**src/rtl/lsu_if.sv**
```systemverilog
// Request/response and data-memory signals of the load/store unit.
// The slave modport is the LSU view; the master modport is the CPU/memory side.
interface lsu_if #(
  parameter int XLEN = 32
);
  logic            req_valid;
  logic            req_ready;
  logic            req_store;
  logic [2:0]      req_funct3;
  logic [XLEN-1:0] req_addr;
  logic [XLEN-1:0] req_wdata;
  logic            rsp_valid;
  logic [XLEN-1:0] rsp_rdata;
  logic            rsp_err;
  logic [1:0]      mem_we;
  logic [XLEN-1:0] mem_a;
  logic [XLEN-1:0] mem_wd;
  logic [XLEN-1:0] mem_rd;

  modport slave (
    input  req_valid, req_store, req_funct3, req_addr, req_wdata, mem_rd,
    output req_ready, rsp_valid, rsp_rdata, rsp_err, mem_we, mem_a, mem_wd
  );

  modport master (
    output req_valid, req_store, req_funct3, req_addr, req_wdata, mem_rd,
    input  req_ready, rsp_valid, rsp_rdata, rsp_err, mem_we, mem_a, mem_wd
  );
endinterface

```
**src/rtl/lsu_align.sv**
```systemverilog
// Load/store alignment unit in front of the data memory.
// Loads: lane extraction and extension, two word reads when crossing a word.
// Stores: aligned SB/SH/SW go straight through, misaligned ones become byte stores.
module lsu_align #(
  parameter int XLEN = 32
) (
  input logic  clk,
  input logic  rst_n,
  lsu_if.slave bus
);

  typedef enum logic {IDLE, ACC} state_t;

  state_t          state_q, state_d;
  logic            store_q;
  logic [2:0]      f3_q;
  logic [XLEN-1:0] addr_q, wdata_q, lo_q;
  logic [1:0]      k_q;

  logic [1:0]      off;
  logic [2:0]      size;
  logic            illegal, misaligned, crossing;
  logic            done, lo_capture;
  logic [1:0]      we;
  logic [XLEN-1:0] addr_out, wd_out;
  logic [7:0]      wbyte;
  logic [63:0]     window;
  logic [XLEN-1:0] ldata, lext;
  logic            rsp_valid_q, rsp_err_q;
  logic [XLEN-1:0] rsp_rdata_q;

  assign off   = addr_q[1:0];
  assign wbyte = 8'(wdata_q >> {k_q, 3'b000});

  // Access size and legality of the latched request
  always_comb begin
    size = 3'd4;
    case (f3_q[1:0])
      2'b00:   size = 3'd1;
      2'b01:   size = 3'd2;
      default: size = 3'd4;
    endcase
    illegal    = store_q ? (f3_q > 3'b010) : ((f3_q == 3'b011) || (f3_q[2:1] == 2'b11));
    misaligned = ((size == 3'd2) && off[0]) || ((size == 3'd4) && (off != 2'b00));
    crossing   = ({1'b0, off} + size) > 3'd4;
  end

  // Load result: shift the one- or two-word window down and extend
  always_comb begin
    window = crossing ? {bus.mem_rd, lo_q} : {32'b0, bus.mem_rd};
    ldata  = 32'(window >> {off, 3'b000});
    case (f3_q)
      3'b000:  lext = {{24{ldata[7]}}, ldata[7:0]};
      3'b001:  lext = {{16{ldata[15]}}, ldata[15:0]};
      3'b100:  lext = {24'b0, ldata[7:0]};
      3'b101:  lext = {16'b0, ldata[15:0]};
      default: lext = ldata;
    endcase
  end

  // Next state and per-access memory drive; memory outputs are idle outside ACC
  always_comb begin
    state_d    = state_q;
    we         = 2'b00;
    addr_out   = '0;
    wd_out     = '0;
    done       = 1'b0;
    lo_capture = 1'b0;
    case (state_q)
      IDLE: begin
        if (bus.req_valid) state_d = ACC;
      end
      ACC: begin
        if (illegal) begin
          done = 1'b1;
        end else if (store_q) begin
          if (!misaligned) begin
            we       = (size == 3'd4) ? 2'b01 : ((size == 3'd2) ? 2'b10 : 2'b11);
            addr_out = addr_q;
            wd_out   = wdata_q;
            done     = 1'b1;
          end else begin
            we       = 2'b11;
            addr_out = addr_q + XLEN'(k_q);
            wd_out   = {24'b0, wbyte};
            done     = ({1'b0, k_q} == (size - 3'd1));
          end
        end else if (crossing && (k_q == 2'd0)) begin
          addr_out   = addr_q;
          lo_capture = 1'b1;
        end else if (crossing) begin
          addr_out = {addr_q[31:2], 2'b00} + 32'd4;
          done     = 1'b1;
        end else begin
          addr_out = addr_q;
          done     = 1'b1;
        end
        if (done) state_d = IDLE;
      end
      default: state_d = IDLE;
    endcase
  end

  // State register
  always_ff @(posedge clk or negedge rst_n) begin
    if (!rst_n) state_q <= IDLE;
    else        state_q <= state_d;
  end

  // Request latch, access counter and low-word capture for crossing loads
  always_ff @(posedge clk or negedge rst_n) begin
    if (!rst_n) begin
      store_q <= 1'b0;
      f3_q    <= '0;
      addr_q  <= '0;
      wdata_q <= '0;
      lo_q    <= '0;
      k_q     <= '0;
    end else if (state_q == IDLE) begin
      if (bus.req_valid) begin
        store_q <= bus.req_store;
        f3_q    <= bus.req_funct3;
        addr_q  <= bus.req_addr;
        wdata_q <= bus.req_wdata;
        k_q     <= '0;
      end
    end else begin
      k_q <= k_q + 2'd1;
      if (lo_capture) lo_q <= bus.mem_rd;
    end
  end

  // Registered one-cycle response
  always_ff @(posedge clk or negedge rst_n) begin
    if (!rst_n) begin
      rsp_valid_q <= 1'b0;
      rsp_rdata_q <= '0;
      rsp_err_q   <= 1'b0;
    end else begin
      rsp_valid_q <= done;
      rsp_rdata_q <= (done && !store_q && !illegal) ? lext : '0;
      rsp_err_q   <= done && illegal;
    end
  end

  assign bus.req_ready = (state_q == IDLE);
  assign bus.rsp_valid = rsp_valid_q;
  assign bus.rsp_rdata = rsp_rdata_q;
  assign bus.rsp_err   = rsp_err_q;
  assign bus.mem_we    = we;
  assign bus.mem_a     = addr_out;
  assign bus.mem_wd    = wd_out;

endmodule

```
**src/flat_wrapper.sv**
```systemverilog
// flat-port wrapper written by rule: the top's interface ports become plain ports
module lsu_align_flat 
#(
  parameter int XLEN = 32
)
  (clk, rst_n, bus_req_valid, bus_req_store, bus_req_funct3, bus_req_addr, bus_req_wdata, bus_mem_rd, bus_req_ready, bus_rsp_valid, bus_rsp_rdata, bus_rsp_err, bus_mem_we, bus_mem_a, bus_mem_wd);
  lsu_if #(.XLEN(XLEN)) bus_i ();
  input logic clk;
  input logic rst_n;
  input wire logic [$bits(bus_i.req_valid)-1:0] bus_req_valid;
  input wire logic [$bits(bus_i.req_store)-1:0] bus_req_store;
  input wire logic [$bits(bus_i.req_funct3)-1:0] bus_req_funct3;
  input wire logic [$bits(bus_i.req_addr)-1:0] bus_req_addr;
  input wire logic [$bits(bus_i.req_wdata)-1:0] bus_req_wdata;
  input wire logic [$bits(bus_i.mem_rd)-1:0] bus_mem_rd;
  output wire logic [$bits(bus_i.req_ready)-1:0] bus_req_ready;
  output wire logic [$bits(bus_i.rsp_valid)-1:0] bus_rsp_valid;
  output wire logic [$bits(bus_i.rsp_rdata)-1:0] bus_rsp_rdata;
  output wire logic [$bits(bus_i.rsp_err)-1:0] bus_rsp_err;
  output wire logic [$bits(bus_i.mem_we)-1:0] bus_mem_we;
  output wire logic [$bits(bus_i.mem_a)-1:0] bus_mem_a;
  output wire logic [$bits(bus_i.mem_wd)-1:0] bus_mem_wd;
  assign bus_i.req_valid = bus_req_valid;
  assign bus_i.req_store = bus_req_store;
  assign bus_i.req_funct3 = bus_req_funct3;
  assign bus_i.req_addr = bus_req_addr;
  assign bus_i.req_wdata = bus_req_wdata;
  assign bus_i.mem_rd = bus_mem_rd;
  assign bus_req_ready = bus_i.req_ready;
  assign bus_rsp_valid = bus_i.rsp_valid;
  assign bus_rsp_rdata = bus_i.rsp_rdata;
  assign bus_rsp_err = bus_i.rsp_err;
  assign bus_mem_we = bus_i.mem_we;
  assign bus_mem_a = bus_i.mem_a;
  assign bus_mem_wd = bus_i.mem_wd;
  lsu_align #(.XLEN(XLEN)) u_core (.clk(clk), .rst_n(rst_n), .bus(bus_i));
endmodule
```
**config.mk**
```make
export PLATFORM = sky130hd
export DESIGN_NAME = lsu_align_flat
export DESIGN_NICKNAME = d
export VERILOG_FILES = /design/src/rtl/lsu_if.sv /design/src/rtl/lsu_align.sv /design/src/flat_wrapper.sv
export SDC_FILE = /design/constraint.sdc
export NUM_CORES = 1
export LEC_CHECK = 0
export CAP_MARGIN = 15
export CORE_MARGIN = 2
export CORE_UTILIZATION = 50
export DETAILED_ROUTE_END_ITERATION = 10
export PLACE_DENSITY = 0.89
export SLEW_MARGIN = 20
export SYNTH_ARGS = -nofsm -noshare
export SYNTH_HDL_FRONTEND = slang
export SYNTH_SLANG_ARGS = --single-unit
```
**constraint.sdc**
```tcl
create_clock -name clk -period 3.7 [get_ports clk]
set_input_delay 0.74 -clock clk [delete_from_list [all_inputs] [get_ports clk]]
set_output_delay 0.74 -clock clk [all_outputs]
set_load 0.005 [all_outputs]
```
==> results of run 1 <==
-- logic make-up (layout without fill, tap and decap cells) --
family | count (synthesis) | count (layout) | share of synthesized area
muxes | 160 | 160 | 0.241
xor gates and xnor gates | 22 | 22 | 0.0264
buffers and inverters | 64 | 295 | 0.0358
DFF | 137 | 137 | 0.428
and+or+nand+nor | 201 | 201 | 0.133
AOI/OAI and AO/OA | 141 | 141 | 0.124
other | 0 | 1 | 0
adders and majority gates | 7 | 7 | 0.0128
-- area by class of cell --
cell class / count / area share
diodes: 1 / 0.000225
multi-input cells: 531 / 0.399
repair buffers: 251 / 0.211
clock buffers: 18 / 0.0394
inverters: 12 / 0.00404
flip-flops and latches: 137 / 0.308
well taps: 216 / 0.0243
clock inverters: 14 / 0.0135
-- Yosys cell counts, drive strengths merged (2+ instances only) --
master,count
dfrtp,137
mux2,102
nor2,64
mux2i,42
and2,34
a21oi,33
nand2,33
o21ai,31
clkbuf,30
buf,22
xor2,19
nand3,18
mux4,16
and3,14
inv,12
o2111ai,11
a22oi,9
a31oi,8
o211ai,8
o2bb2ai,8
nor3,7
o31ai,7
or4,7
a211o,6
o221a,6
ha,5
nand4,5
nand2b,4
or3,4
and4,3
nor2b,3
xnor2,3
a2111oi,2
a211oi,2
fa,2
o22ai,2
-- sequential cells by signal, indices dropped and copies added, names as in the netlist --
register and cells:
u_core.state_q 1, u_core.f3_q 3, u_core.bus.rsp_rdata 32, u_core.bus.rsp_err 1
u_core.lo_q 32, u_core.bus.rsp_valid 1, u_core.addr_q 32, u_core.wdata_q 32
u_core.store_q 1, u_core.k_q 2
-- critical path: cells and delay by family, from the launching register on --
family                     cells  cell delay (ns)
xor gates and xnor gates       2             0.39
adders and majority gates      2             0.56
and+or+nand+nor                3             0.41
buffers and inverters          4             0.68
DFF                            1             0.41
AOI/OAI and AO/OA              1             0.13
-- worst min path at each step --
stage,to,slack [ns],depth (start not counted)
detailed placement,u_core.lo_q[10],0.48,1
CTS,u_core.wdata_q[31],0.42,1
floorplan,u_core.addr_q[0],0.44,0
global route,u_core.addr_q[7],0.46,1
finish,u_core.addr_q[7],0.38,1
global placement,u_core.lo_q[19],0.47,1
-- metal layers --
metal / track usage / wire, µm / vias up
li1: - / - / 3142
met1: 0.369 / 9550 / 3588
met2: 0.480 / 12300 / 414
met3: 0.0676 / 2040 / 89
met4: 0.130 / 955 / 0
met5: 0 / 0 / -
-- report_power, final --
part	switching (mW)	internal [mW]	leakage [nW]
sequential	0.419	2.02	1.70
combinational	2.18	2.03	2.68
clock	0.695	1.01	0.282
-- per-stage QoR --
step | setup TNS, ns | std cells
final | -0.142 | 1180
after CTS | -0.312 | 1177
after floorplan | 0 | 732
after global placement | 0 | 1137
after global routing | -1.96 | 1180
after detailed placement | -0.171 | 1137
-- timing repair --
item,CTS,global route
endpoints found under the setup margin,63,51
gates cloned,0,0
resized for setup,85,21
hold endpoints to repair,0,0
pin swaps,22,13
setup buffers,8,4
hold buffers,0,0
==> summary.txt, run 1 <==
Max IR drop VDD: 494 µV
Avg Inst Size Synth: 10.9 µm²
largest net degree at the start of global routing: 91
Leak: 4.66 nW
crit share post-route: 1.01
EDFF count, synth: 0
# DRC: 0
area of the core: 0.0158 mm²
WS Path Type: flop to primary output
via count: 7233
Core Util, Final: 0.706
total power: 8.35 mW
Setup WS pre-CTS: -0.0700 ns
critical path's largest stage delay: 0.41 ns
Async SR Flop Fraction: 1.00
Longest Clk Path Bufs: 2
full die area: 0.0170 mm²
DR WL/cell: 21.1 µm
commonest non-fill, non-tap cell in the layout: clkdlybuf4s50_1
first-pass GRT wire length: 38.1 mm
proportion of layout cells with a drive suffix above 1: 0.247
placed cell areas: 0.0104 mm²
# Max-Cap Violations: 0
Initial Utilization: 0.508
Clk Latency, worst-skew pair: 0.43 ns
area grow syn2layout: 39.1%
Register-to-Register Path Depth: 9
CTS tree: built
CP dominant cell by count: buf_6
PwrDens: 750 mW/mm²
Num CTS Buffers: 17
worst-path maximum fanout: 13
Hold Path Class: primary input to async pin
Synth area leader: dfrtp_1
Crit. End Element: primary output
Finished Cell Area: 0.0111 mm²
crit-path cells: nor2_2 > ha_2 > fa_2 > xnor2_4 > nor4_4 > buf_6 > buf_6 > buf_4 > o2111ai_2 > xor2_1 > nor2_1 > clkdlybuf4s15_2
Max Freq: 266 MHz
CTS root buffer: clkbuf_16
Yosys warning count: 0
HPWL Detailed: 16.4 mm
nets@finish: 1060
Cell Rows: 46
Critical Path RT: 2.96 ns
ys flop type: dfrtp_1
port bufs: 203
final wirelength: 24.9 mm
R2R setup slack: 0.50 ns
most frequent cells in the layout: 171 x clkdlybuf4s50_1, 136 x dfrtp_1, 78 x mux2_2
DRT Pass-1 Iters: 6
crit start category: flop
Final Hold Viols: 0
largest cells by area after synthesis: dfrtp_1 43%, mux2_2 11%, mux2i_1 5.2%, mux4_2 4.5%, mux2_1 3.4%
vias in the first global route: 7145
Layout Skew: 0.0113 ns
max-slew violation count: 0
WP data arrival: 3.01 ns
GRT overflow: 0
GR Util All Layers: 0.291
cell count after synthesis: 732
Post-Route Hold Slack: 0.379 ns
Cell Area, Synth: 0.00801 mm²
Final ANT Viol Nets: 0
beginning of the critical path: u_core.f3_q[0]
register bit total from synthesis: 137
reg2reg end: u_core.bus.rsp_rdata[12]
# clock sinks: 137
initial antenna violation count: 1
vias per cell: 6.13
Critical Path End: bus_mem_a[18]
status: finished, violations left
post-synth top area share: 0.428
RSZ-0062 raised after global routing: yes
syn nets: 842
Max H-tree Level: 4
drt initial violations: 802
post-synth cell types: 66
FF+latch area: 0.00343 mm²
Die Wd: 131 µm
failing checks: negative setup slack
Final Setup Violations: 3
slowest CP cell: dfrtp_1
Tmin final: 3.75 ns
post-route setup slack: -0.0535 ns
GP Congestion: 0.895
Clk pin slew, worst setup/hold paths: 0.06 ns
DIE HEIGHT: 131 µm
post-synthesis sequential area ratio: 0.428
FF-to-FF Start: u_core.f3_q[0]
io pins: 204
Fillers: 1039
area of the multi-input gates: 0.00445 mm²
worst slew pin tran: 0.848 ns
max_slew headroom: 0.435
(Power assumes the default switching activity.)
==> inputs of run 2 (changes only) <==
- CTS_CLUSTER_DIAMETER: unset -> 60
- GPL_ROUTABILITY_DRIVEN: unset -> 0
==> results of run 2 <==
Same layout as run 1: the final DEF is identical, and so are final timing and power.
==> inputs of run 3 (changes only) <==
- PLACE_DENSITY: 0.89 -> 0.81
==> summary.txt, run 3 (same netlist as run 1, synthesis figures left out) <==
status: finished, violations left
failing checks: negative setup slack
crit start category: flop
# Max-Cap Violations: 0
CTS root buffer: clkbuf_16
full die area: 0.0170 mm²
largest net degree at the start of global routing: 69
CTS Hold Buffers Added: 0
most frequent cells in the layout: 170 x clkdlybuf4s50_1, 136 x dfrtp_1, 78 x mux2_2
Max Freq: 262 MHz
HPWL Detailed: 16.3 mm
Post-Route Setup TNS: -0.763 ns
io pins: 204
vias per cell: 5.98
Die Wd: 131 µm
Register-to-Register Path Depth: 12
# clock sinks: 137
Crit. End Element: primary output
Final Setup Violations: 12
reg2reg end: u_core.bus.rsp_rdata[22]
Leak: 4.69 nW
Tmin final: 3.82 ns
commonest non-fill, non-tap cell in the layout: clkdlybuf4s50_1
Final ANT Viol Nets: 0
Setup WS pre-CTS: -0.0700 ns
DRT Pass-1 Iters: 7
drt initial violations: 630
DIE HEIGHT: 131 µm
DR WL/cell: 20.5 µm
Num CTS Buffers: 17
GR Util All Layers: 0.291
Clk pin slew, worst setup/hold paths: 0.05 ns
worst-path maximum fanout: 5
RSZ-0062 raised after global routing: yes
proportion of layout cells with a drive suffix above 1: 0.262
max-slew violation count: 0
Post-Route Hold Slack: 0.312 ns
Critical Path RT: 2.96 ns
Hold Path Class: primary input to async pin
Clk Latency, worst-skew pair: 0.43 ns
Initial Utilization: 0.508
Layout Skew: 0.00863 ns
final wirelength: 24.4 mm
Final Hold Viols: 0
CTS tree: built
WS Path Type: flop to primary output
worst slew pin tran: 0.821 ns
R2R setup slack: 0.33 ns
via count: 7095
PwrDens: 755 mW/mm²
WP data arrival: 3.08 ns
Max H-tree Level: 4
post-route setup slack: -0.116 ns
Max IR drop VDD: 577 µV
area grow syn2layout: 40.3%
vias in the first global route: 6957
max_slew headroom: 0.447
first-pass GRT wire length: 37.8 mm
area of the core: 0.0158 mm²
port bufs: 203
nets@finish: 1068
# DRC: 0
Cell Rows: 46
FF-to-FF Start: u_core.f3_q[0]
GRT overflow: 0
Longest Clk Path Bufs: 2
initial antenna violation count: 2
crit share post-route: 1.03
run 3: changes by cell type in the layout (fill, tap and decap cells not counted), sizes merged:
cell,previous run,this run
diode,1,2
bufinv,2,4
o21ai,31,32
clkinvlp,3,1
clkdlybuf4s15,1,4
clkdlybuf4s50,171,170
clkinv,8,2
clkbuf,21,25
inv,13,12
buf,58,78
dlygate4sd2,18,4
run 3: routing by layer:
metal / up-vias / wire [µm] / share of wire / track usage
met5: - / 0 / 0 / 0
met4: 0 / 648 / 0.027 / 0.0945
met3: 52 / 1880 / 0.077 / 0.0692
met2: 377 / 12000 / 0.49 / 0.483
met1: 3508 / 9800 / 0.40 / 0.380
li1: 3158 / - / - / -
run 3: through the flow:
stage / cell area (µm²) / utilization / power, mW / cells
floorplan: 8010 / - / 4.94 / 732
CTS: 11200 / 0.708 / 8.36 / 1181
global placement: 10400 / 0.660 / 6.31 / 1142
finish: 11200 / 0.713 / 8.48 / 1187
global route: 11200 / 0.713 / 8.91 / 1187
detailed placement: 10400 / 0.660 / 6.42 / 1142
run 3: cell type report:
cell class              count  area [µm²]
fillers                  1124        4530
diodes                      2        5.00
clock inverters             7         141
multi-input cells         532        4490
clock buffers              23         478
repair buffers            258        2380
well taps                 216         270
flip-flops and latches    137        3430
inverters                  12        45.0
run 3: worst max path at each step:
stage | from | end | depth (start not counted)
after floorplan | u_core.f3_q[1] | bus_mem_a[31] | 10
after global placement | u_core.f3_q[0] | bus_mem_a[31] | 10
after detailed placement | u_core.f3_q[0] | bus_mem_a[31] | 10
after CTS | u_core.f3_q[0] | bus_mem_a[14] | 11
after global routing | u_core.f3_q[0] | bus_mem_a[18] | 12
final | u_core.f3_q[0] | bus_mem_a[14] | 11
run 3: critical path, cell delays in order, from the launching register on:
cell and delay, ns:
dfrtp_1 0.41, nor2_2 0.07, ha_2 0.19, fa_2 0.42
xnor2_4 0.16, nor4_4 0.27, buf_4 0.19, buf_12 0.11
o21ai_4 0.07, or4_4 0.51, a21oi_2 0.13, buf_2 0.12
run 3: timing repair:
action | in CTS | in global routing
setup endpoints to repair | 64 | 31
gates resized for setup | 128 | 23
pin swaps | 35 | 31
cloned | 1 | 0
setup buffers | 8 | 5
run 3: where the power goes:
part	internal, mW	switching (mW)
clock	1.17	0.629
sequential	2.02	0.418
combinational	2.07	2.17
